## src/rtl/sc_pkg.sv

```systemverilog
// Shared definitions for the stochastic stream decoder.
// Optional build macro: SC_DECODE_BIPOLAR_EN selects a signed bipolar output.
package sc_pkg;

  typedef enum logic [1:0] {
    IDLE,
    ACCUM,
    HOLD
  } sc_dec_state_t;

  // Ceiling log2, used for elaboration-time width math only.
  function automatic int sc_clog2(input int value);
    int result;
    result = 0;
    for (int i = 0; i < 31; i++) begin
      if ((1 << i) < value) result = i + 1;
    end
    return result;
  endfunction

  // Width of the emitted count; the bipolar form needs one extra sign bit.
  function automatic int sc_count_width(input int window_log2);
`ifdef SC_DECODE_BIPOLAR_EN
    return window_log2 + 2;
`else
    return window_log2 + 1;
`endif
  endfunction

  // Map a ones count over an n-sample window onto the bipolar range -n..n.
  function automatic int sc_unipolar_to_bipolar(input int ones, input int n);
    return (2 * ones) - n;
  endfunction

endpackage

```

## src/rtl/sc_stream_decoder_if.sv

```systemverilog
// Stream-in / count-out bundle of the stochastic stream decoder.
// The count width grows by one bit when SC_DECODE_BIPOLAR_EN is defined.
interface sc_stream_decoder_if
  import sc_pkg::*;
#(
  parameter int WINDOW_LOG2 = 8
);

  localparam int COUNT_W = sc_count_width(WINDOW_LOG2);

  logic               start;
  logic               continuous;
  logic               in_bit;
  logic               in_valid;
  logic [COUNT_W-1:0] out_count;
  logic               out_valid;
  logic               out_ready;
  logic               busy;
  logic               overrun;

  modport master (
    output start, continuous, in_bit, in_valid, out_ready,
    input  out_count, out_valid, busy, overrun
  );

  modport slave (
    input  start, continuous, in_bit, in_valid, out_ready,
    output out_count, out_valid, busy, overrun
  );

endinterface

```

## src/rtl/sc_window_counter.sv

```systemverilog
// Sample and ones counters for one decoding window.
// last_sample flags that the next enabled sample completes the window.
module sc_window_counter
  import sc_pkg::*;
#(
  parameter  int WINDOW_LOG2 = 8,
  localparam int OUT_WIDTH   = WINDOW_LOG2 + 1
) (
  input  logic                 clk,
  input  logic                 rst,
  input  logic                 clear,
  input  logic                 enable,
  input  logic                 in_bit,
  output logic [OUT_WIDTH-1:0] ones_next,
  output logic                 last_sample
);

  localparam int CNT_W = sc_clog2(1 << WINDOW_LOG2);

  logic [CNT_W-1:0]     sample_cnt;
  logic [OUT_WIDTH-1:0] ones_cnt;

  assign ones_next   = ones_cnt + OUT_WIDTH'(in_bit);
  assign last_sample = &sample_cnt;

  // Count valid samples; the completing sample wraps both counters back to zero.
  always_ff @(posedge clk) begin
    if (rst || clear) begin
      sample_cnt <= '0;
      ones_cnt   <= '0;
    end else if (enable) begin
      sample_cnt <= sample_cnt + CNT_W'(1);
      ones_cnt   <= last_sample ? '0 : ones_next;
    end
  end

endmodule

```

## src/rtl/sc_stream_decoder.sv

```systemverilog
// Stochastic-to-binary decoder: counts ones over 2^WINDOW_LOG2 valid samples
// and holds the count under a valid/ready handshake.
// Build macro SC_DECODE_BIPOLAR_EN emits the signed value 2*ones - N instead.
module sc_stream_decoder
  import sc_pkg::*;
#(
  parameter  int WINDOW_LOG2 = 8,
  localparam int OUT_WIDTH   = WINDOW_LOG2 + 1
) (
  input logic             clk,
  input logic             rst,
  sc_stream_decoder_if.slave bus
);

  localparam int N       = 1 << WINDOW_LOG2;
  localparam int COUNT_W = sc_count_width(WINDOW_LOG2);

  sc_dec_state_t        state;
  logic [COUNT_W-1:0]   count_q;
  logic                 valid_q;
  logic                 busy_q;
  logic                 overrun_q;
  logic [OUT_WIDTH-1:0] ones_next;
  logic                 last_sample;
  logic                 accept_start;
  logic                 cnt_enable;
  logic [COUNT_W-1:0]   result_value;

  // start is honoured only outside HOLD; a sample coinciding with start is dropped.
  assign accept_start = bus.start && (state == IDLE || state == ACCUM);
  assign cnt_enable   = (state == ACCUM) && bus.in_valid && !bus.start;

`ifdef SC_DECODE_BIPOLAR_EN
  assign result_value = COUNT_W'(sc_unipolar_to_bipolar(int'(ones_next), N));
`else
  assign result_value = ones_next;
`endif

  sc_window_counter #(
    .WINDOW_LOG2(WINDOW_LOG2)
  ) u_window_counter (
    .clk        (clk),
    .rst        (rst),
    .clear      (accept_start),
    .enable     (cnt_enable),
    .in_bit     (bus.in_bit),
    .ones_next  (ones_next),
    .last_sample(last_sample)
  );

  assign bus.out_count = count_q;
  assign bus.out_valid = valid_q;
  assign bus.busy      = busy_q;
  assign bus.overrun   = overrun_q;

  // Window control, result register, handshake and sticky overrun flag.
  always_ff @(posedge clk) begin
    if (rst) begin
      state     <= IDLE;
      count_q   <= '0;
      valid_q   <= 1'b0;
      busy_q    <= 1'b0;
      overrun_q <= 1'b0;
    end else begin
      case (state)
        IDLE: begin
          if (bus.start) begin
            state     <= ACCUM;
            busy_q    <= 1'b1;
            overrun_q <= 1'b0;
          end
        end
        ACCUM: begin
          if (bus.start) begin
            overrun_q <= 1'b0;
          end else if (bus.in_valid && last_sample) begin
            count_q <= result_value;
            valid_q <= 1'b1;
            state   <= HOLD;
          end
        end
        HOLD: begin
          if (bus.in_valid) overrun_q <= 1'b1;
          if (bus.out_ready) begin
            valid_q <= 1'b0;
            if (bus.continuous) begin
              state <= ACCUM;
            end else begin
              state  <= IDLE;
              busy_q <= 1'b0;
            end
          end
        end
        default: begin
          state  <= IDLE;
          busy_q <= 1'b0;
        end
      endcase
    end
  end

endmodule

```

## src/flat_wrapper.sv

```systemverilog
// flat-port wrapper written by rule: the top's interface ports become plain ports
module sc_stream_decoder_flat import sc_pkg::*;
#(
  parameter  int WINDOW_LOG2 = 8,
  localparam int OUT_WIDTH   = WINDOW_LOG2 + 1
)
  (clk, rst, bus_start, bus_continuous, bus_in_bit, bus_in_valid, bus_out_ready, bus_out_count, bus_out_valid, bus_busy, bus_overrun);
  sc_stream_decoder_if #(.WINDOW_LOG2(WINDOW_LOG2)) bus_i ();
  input logic clk;
  input logic rst;
  input wire logic [$bits(bus_i.start)-1:0] bus_start;
  input wire logic [$bits(bus_i.continuous)-1:0] bus_continuous;
  input wire logic [$bits(bus_i.in_bit)-1:0] bus_in_bit;
  input wire logic [$bits(bus_i.in_valid)-1:0] bus_in_valid;
  input wire logic [$bits(bus_i.out_ready)-1:0] bus_out_ready;
  output wire logic [$bits(bus_i.out_count)-1:0] bus_out_count;
  output wire logic [$bits(bus_i.out_valid)-1:0] bus_out_valid;
  output wire logic [$bits(bus_i.busy)-1:0] bus_busy;
  output wire logic [$bits(bus_i.overrun)-1:0] bus_overrun;
  assign bus_i.start = bus_start;
  assign bus_i.continuous = bus_continuous;
  assign bus_i.in_bit = bus_in_bit;
  assign bus_i.in_valid = bus_in_valid;
  assign bus_i.out_ready = bus_out_ready;
  assign bus_out_count = bus_i.out_count;
  assign bus_out_valid = bus_i.out_valid;
  assign bus_busy = bus_i.busy;
  assign bus_overrun = bus_i.overrun;
  sc_stream_decoder #(.WINDOW_LOG2(WINDOW_LOG2)) u_core (.clk(clk), .rst(rst), .bus(bus_i));
endmodule
```

## config.mk

```make
export PLATFORM = sky130hd
export DESIGN_NAME = sc_stream_decoder_flat
export DESIGN_NICKNAME = d
export VERILOG_FILES = /design/src/rtl/sc_pkg.sv /design/src/rtl/sc_stream_decoder_if.sv /design/src/rtl/sc_window_counter.sv /design/src/rtl/sc_stream_decoder.sv /design/src/flat_wrapper.sv
export SDC_FILE = /design/constraint.sdc
export NUM_CORES = 1
export LEC_CHECK = 0
export BUFFER_PORTS_ARGS = -buffer_cell sky130_fd_sc_hd__buf_2
export CORE_MARGIN = 5
export CORE_UTILIZATION = 38
export DETAILED_ROUTE_END_ITERATION = 7
export GPL_TIMING_DRIVEN = 0
export PLACE_DENSITY_LB_ADDON = 0.12
export SLEW_MARGIN = 5
export SYNTH_ARGS = -nofsm -noshare
export SYNTH_HDL_FRONTEND = slang
export SYNTH_HIERARCHICAL = 1
export SYNTH_SLANG_ARGS = --single-unit
```

## constraint.sdc

```tcl
create_clock -name clk -period 1.8 [get_ports clk]
set_input_delay 0.09 -clock clk [delete_from_list [all_inputs] [get_ports clk]]
set_output_delay 0.09 -clock clk [all_outputs]
set_load 0.05 [all_outputs]
```

==> impl_metrics.py, run 1 <==
metrics = {
    "timing": {
        "fin_tns_setup_ns": 0,
        "min_period_ns": 1.695,
        "hold_violations": 0,
        "fmax_mhz": 590.1,
        "hold_slack_ns": 0.1232,
        "rsz0062_at_grt": "no",
        "fin_ws_ns": 0.1055,
        "tightest_slew_ns": 0.3852,
        "skew_ns": 0.006372,
        "drv_slew": 0,
        "finalSetupViolCount": 0,
        "post-route-period-util_pct": 94.14,
        "relSlewSlack_pct": 74.32,
    },
    "worst_setup_path": {
        "path_max_fanout": 4,
        "worst_setup_path_start_kind": "flop",
        "criticalPathCategory": "reg2reg",
        "cp-end-kind": "flop",
        "worstPathArrival_ns": 1.91,
        "cp.required_ns": 2.01,
    },
    "logic_synthesis": {
        "synth_sequential_area_ratio_pct": 41.51,
        "ys_warn_count": 6,
        "syn-num-nets": 175,
        "synth_area_sq_um": 1495,
        "ys_seq_elements": 31,
        "ys_types": 30,
        "syn_avg_cell_area_sq_um": 9.062,
        "synth_cells": 165,
    },
    "clocking": {
        "cts_tree": "done",
        "cts_root_buffer": "clkbuf_8",
        "cts_buffers": 5,
        "clock_sinks": 31,
        "cts_hold_buf": 0,
        "htree_levels": 2,
        "clockBufferDepth": 2,
        "insertion_delay_ns": 0.28,
        "clk_pin_slew_ns": 0.06,
    },
    "floorplan": {
        "dieArea_sq_um": 5289,
        "start_util_pct": 39.94,
        "core_area_sq_um": 3744,
        "num_rows": 22,
        "die_h_microns": 72.73,
        "io_pins": 19,
        "chipWidth_microns": 72.73,
    },
    "worst_hold_path": {
        "hold_path.class": "in2reg",
    },
    "grt": {
        "grt_busiest_layer": "met2",
        "grt_pass1_vias": 1185,
        "track_usage_pct": 12.69,
        "met3_usage_pct": 3.719,
        "grt_pass1_wl_microns": 5285,
        "grt_max_degree": 11,
        "met1_usage_pct": 15.23,
        "met2_usage_pct": 21.14,
        "antenna_found_initial": 0,
        "gr-total-overflow": 0,
    },
    "final_layout": {
        "diodes": 0,
        "layout.nets": 205,
        "fin_area_sq_um": 1803,
        "area_growth_syn_to_layout_pct": 20.59,
        "layout-drive-gt1-share_pct": 23.98,
    },
    "power": {
        "power_density_nw_per_um2": 708.5,
        "irDropWorstVdd_uv": 466.7,
        "leakage_nw": 0.6864,
        "finalPower_mw": 1.277,
    },
    "status": {
        "outcome": "finished clean",
    },
    "routing": {
        "avgRoutedWirePerCell_microns": 12.82,
        "drtIter0Drc": 69,
        "drtPass1Iterations": 4,
        "ant_nets": 0,
        "finalWirelength_microns": 3128,
        "vias": 1214,
        "remaining_drc_errors": 0,
        "avgViaCountPerCell": 4.975,
    },
    "place": {
        "post_dp_cell_area_sq_um": 1645,
        "port_buffers": 18,
        "dp_slack_ns": -0.1867,
        "place.gp.congestion": 0.7929,
        "hpwl_microns": 2169,
    },
    "job": {
        "drv_cap": 0,
    },
}
-- worst paths after layout --
kind                                                 to                             startpoint  depth (start not counted)  slack, ns
worst min register to register       u_core/bus.overrun                     u_core/bus.overrun                          2       0.47
worst max register to register  u_core/bus.out_count[0]  u_core/u_window_counter/sample_cnt[0]                          8       0.11
worst max-delay path            u_core/bus.out_count[0]  u_core/u_window_counter/sample_cnt[0]                          8       0.11
worst min-delay path                    u_core/state[0]                         bus_continuous                          3       0.12
-- timing repair --
| action | in CTS | in global routing |
|---|---|---|
| endpoints found under the setup margin | 9 | 10 |
| gates resized for setup | 11 | 4 |
| setup buffers | 4 | 1 |
| cloned | 1 | 0 |
| pin swaps | 2 | 3 |
-- metal layers --
metal	vias up	routed length, microns
li1	620	-
met4	0	19
met5	-	0
met1	563	1373
met2	29	1552
met3	2	184
-- worst max-delay path, cell delays in order, from the launching register on --
cell and delay, ns:
dfxtp_4 0.36, ha_4 0.13, nand3_1 0.08, or2_4 0.28, inv_4 0.07, nand2_4 0.05, nor4b_4 0.28, buf_4 0.21
mux2i_1 0.17
-- cell type report --
cell class                      count  area (sq um)
Clock buffer                        7         76.32
Tap cell                           48         60.06
Buffer                              7         38.79
Inverter                           10         40.04
Sequential cell                    31         628.1
Fill cell                         366          1941
Clock inverter                      1         5.005
Timing Repair Buffer               24         135.1
Multi-Input combinational cell    116         819.5
-- registers in the layout, summed over array words and instances (netlist names) --
register	count
u_core/state	2
u_core/u_window_counter/sample_cnt	8
u_core/bus.busy	1
u_core/bus.out_valid	1
u_core/bus.out_count	9
u_core/u_window_counter/ones_cnt	9
u_core/bus.overrun	1
-- power by group --
group	total (mW)	leakage [nW]	internal [mW]	switching [mW]
Clock	0.511	0.0422	0.271	0.241
Sequential	0.694	0.253	0.689	0.00484
Combinational	0.0719	0.392	0.0296	0.0422
Total	1.28	0.686	0.990	0.288
-- stage by stage --
stage,utilization [%],instances
floorplan,-,165
global placement,43.95,231
detailed placement,43.95,231
CTS,47.96,244
global route,48.16,244
finish,48.16,244
-- Yosys cell counts (all sizes together) --
cell type	count	area share, %
o21ai	3	1.0
a21oi	10	3.3
nand2	7	1.8
nand4	6	2.9
or2b	1	0.50
or3	2	0.84
xor2	5	2.9
nor2	10	2.5
nor2b	2	0.84
nor4b	1	1.0
nand3b	4	2.0
o32ai	4	2.3
a221oi	2	1.2
nor3	2	0.67
and3	2	0.84
nand2b	24	10
dfxtp	31	42
or2	2	0.84
nand3	9	3.8
clkbuf	2	0.50
inv	10	2.5
buf	6	2.8
mux2i	10	6.7
xnor2	7	4.1
ha	3	2.5
-- kinds of logic after synthesis --
group,Yosys count,synth area share (%)
and+or+nand+nor,72,28.62
xor gates and xnor gates,12,7.029
AOI/OAI and AO/OA,19,7.866
adders and majority gates,3,2.511
buffers and inverters,18,5.774
DFF,31,41.51
muxes,10,6.695
-- cell usage in the layout (no fill, tap or decap), types with 3 or more instances in the layout --
cell	instances
dfxtp_1	27
nand2b_1	24
buf_2	21
nor2_1	10
a21oi_1	10
mux2i_1	10
inv_1	9
nand3_1	8
xnor2_1	7
buf_4	6
nand2_1	6
clkbuf_8	5
nand4_1	5
xor2_1	5
clkbuf_1	4
nand3b_1	4
o32ai_1	4
o21ai_0	3
dfxtp_2	3
Power figures use the tool's default switching activity.
==> inputs of run 2 (changes only) <==
--- a/config.mk
+++ b/config.mk
@@ -9,8 +9,8 @@
 export CORE_MARGIN = 5
 export CORE_UTILIZATION = 38
 export DETAILED_ROUTE_END_ITERATION = 7
-export GPL_TIMING_DRIVEN = 0
-export PLACE_DENSITY_LB_ADDON = 0.12
+export GPL_TIMING_DRIVEN = 1
+export PLACE_DENSITY = 0.54
 export SLEW_MARGIN = 5
 export SYNTH_ARGS = -nofsm -noshare
 export SYNTH_HDL_FRONTEND = slang
==> run 2 against run 1 <==
Clock-buffer cell count down 1. Core utilization is 0.20 points lower. Die area unchanged. Sequential power hardly changed. Non-clock buffer count fell by 4. Global-route usage fell by 0.49 points. Largest cell class unchanged. Clock power grew 5.3%. Via count increased by 0.16%. Design area fell by 0.42%. Sequential cell count unchanged. Combinational power fell by 4.6%.
==> impl_metrics.py, run 2 (synthesized netlist as in run 1, its figures left out) <==
metrics = {
    "timing": {
        "tightest_slew_ns": 0.3228,
        "drv_slew": 0,
        "fin_tns_setup_ns": 0,
        "hold_violations": 0,
        "relSlewSlack_pct": 78.48,
        "fmax_mhz": 576.9,
        "rsz0062_at_grt": "yes",
        "post-route-period-util_pct": 96.31,
        "finalSetupViolCount": 0,
        "fin_ws_ns": 0.06646,
        "hold_slack_ns": 0.1181,
        "min_period_ns": 1.734,
        "skew_ns": 0.005223,
    },
    "power": {
        "power.switching_uw": 284.5,
        "leakage_nw": 0.6819,
        "finalPower_mw": 1.301,
        "sw_frac_of_total_pct": 21.87,
        "comb_power_share_pct": 5.3,
        "power_frac_seq_pct": 53.4,
        "irDropWorstVdd_uv": 377.7,
        "p_int_mw": 1.016,
        "power_density_nw_per_um2": 724.5,
        "clkPwrFrac_pct": 41.4,
    },
    "worst_setup_path": {
        "reg2reg_from": "u_core/u_window_counter/sample_cnt[1]",
        "timing.reg2reg.setup_slack_ns": 0.07,
        "worstRegToRegCells": 8,
        "cp-end-kind": "flop",
        "cp_top_family": "simple AND/OR/NAND/NOR gates",
        "worst_setup_path_start_kind": "flop",
        "worstPathArrival_ns": 1.94,
        "cp.required_ns": 2.01,
        "path_buf_inv": 2,
        "criticalPathCategory": "reg2reg",
        "timing.rr.end": "u_core/bus.out_count[8]",
        "cp_cell_sequence": "ha_4 > nand3_2 > or2_1 > inv_2 > nand2_4 > nor4b_4 > buf_4 > mux2i_1",
        "path_max_fanout": 4,
        "max_stage_delay_ns": 0.37,
        "slowest_stage": "dfxtp_4",
    },
    "floorplan": {
        "die_h_microns": 72.73,
        "num_rows": 22,
        "io_pins": 19,
        "start_util_pct": 39.94,
        "chipWidth_microns": 72.73,
        "dieArea_sq_um": 5289,
        "core_area_sq_um": 3744,
    },
    "routing": {
        "remaining_drc_errors": 0,
        "avgViaCountPerCell": 5.088,
        "avgRoutedWirePerCell_microns": 13.00,
        "ant_nets": 0,
        "drtIter0Drc": 39,
        "finalWirelength_microns": 3106,
        "drtPass1Iterations": 4,
        "vias": 1216,
    },
    "clocking": {
        "cts_tree": "done",
        "insertion_delay_ns": 0.28,
        "cts_buffers": 5,
        "htree_levels": 2,
        "clockBufferDepth": 2,
        "clock_sinks": 31,
        "clk_pin_slew_ns": 0.06,
        "cts_root_buffer": "clkbuf_8",
    },
    "worst_hold_path": {
        "hold_path.class": "in2reg",
        "whs_path_depth": 3,
        "min_to": "u_core/state[0]",
        "min_from": "bus_continuous",
    },
    "grt": {
        "grt_pass1_vias": 1176,
        "gr-total-overflow": 0,
        "grt_max_degree": 26,
        "antenna_found_initial": 0,
        "grt_pass1_wl_microns": 5064,
        "track_usage_pct": 12.20,
    },
    "final_layout": {
        "layout-drive-gt1-share_pct": 23.56,
        "area_growth_syn_to_layout_pct": 20.08,
        "layout_commonest_cell": "dfxtp_1",
        "final_cell_mix": "28 x dfxtp_1, 24 x nand2b_1, 18 x buf_2",
        "diodes": 0,
        "layout.nets": 201,
        "filler_cell_count": 399,
    },
    "place": {
        "hpwl_microns": 2178,
        "port_buffers": 18,
        "place.gp.congestion": 0.7436,
        "dp_slack_ns": 0.02529,
    },
    "job": {
        "drv_cap": 0,
    },
    "status": {
        "outcome": "finished clean",
    },
}
[run 2: changes by cell type in the layout (fill, tap and decap cells not counted), sizes merged]
| cell | before | now |
|---|---|---|
| clkbuf | 10 | 6 |
| buf | 28 | 27 |
[run 2: per-layer routing]
layer  up-vias  part of all wire [%]  track usage [%]
met2        20                    52            20.34
met4         0                   1.0            3.689
li1        615                     -                -
met1       577                    43            14.38
met5         -                     0                0
met3         4                   4.4            4.821
[run 2: what timing repair did]
item	in CTS	in global routing
buffers inserted	0	2
gates resized for setup	0	15
hold buffers	0	0
endpoints found under the hold margin	0	0
setup endpoints to repair	0	9
[run 2: area by class of cell]
cell class              count  area (sq um)  share of cell area [%]
repair buffers             27         161.4                   8.990
clock inverters             1         5.005                  0.2787
inverters                  10         37.54                   2.091
clock buffers               6         82.58                   4.599
flip-flops and latches     31         626.9                   34.91
well taps                  48         60.06                   3.345
multi-input cells         116         822.0                   45.78
[run 2: power by group through the flow]
| stage | clock network (mW) | registers, mW | logic (mW) |
|---|---|---|---|
| CTS | 0.570 | 0.695 | 0.0677 |
| finish | 0.538 | 0.694 | 0.0686 |
| global placement | 0 | 0.710 | 0.0657 |
| floorplan | 0 | 0.717 | 0.0395 |
| detailed placement | 0 | 0.710 | 0.0677 |
| global route | 0.594 | 0.695 | 0.0753 |
[run 2: per-stage QoR]
stage	cell area, sq um	instances	util [%]
global route	1795	239	47.96
detailed placement	1642	229	43.85
floorplan	1495	165	-
global placement	1642	229	43.85
CTS	1729	236	46.19
finish	1795	239	47.96
[run 2: how the worst max path moves through the flow]
| stage | startpoint | end | depth (start not counted) |
|---|---|---|---|
| global placement | u_core/u_window_counter/sample_cnt[1] | u_core/bus.out_count[7] | 8 |
| global route | u_core/u_window_counter/sample_cnt[1] | u_core/bus.out_count[8] | 8 |
| CTS | u_core/u_window_counter/sample_cnt[1] | u_core/bus.out_count[6] | 8 |
| finish | u_core/u_window_counter/sample_cnt[1] | u_core/bus.out_count[8] | 8 |
| floorplan | u_core/u_window_counter/sample_cnt[0] | u_core/bus.out_count[0] | 9 |
| detailed placement | u_core/u_window_counter/sample_cnt[1] | u_core/bus.out_count[6] | 8 |
[run 2: worst register-to-register path, cell delays in order, from the launching register on]
cell	delay, ns
dfxtp_4	0.37
ha_4	0.15
nand3_2	0.06
or2_1	0.25
inv_2	0.08
nand2_4	0.05
nor4b_4	0.31
buf_4	0.21
mux2i_1	0.19
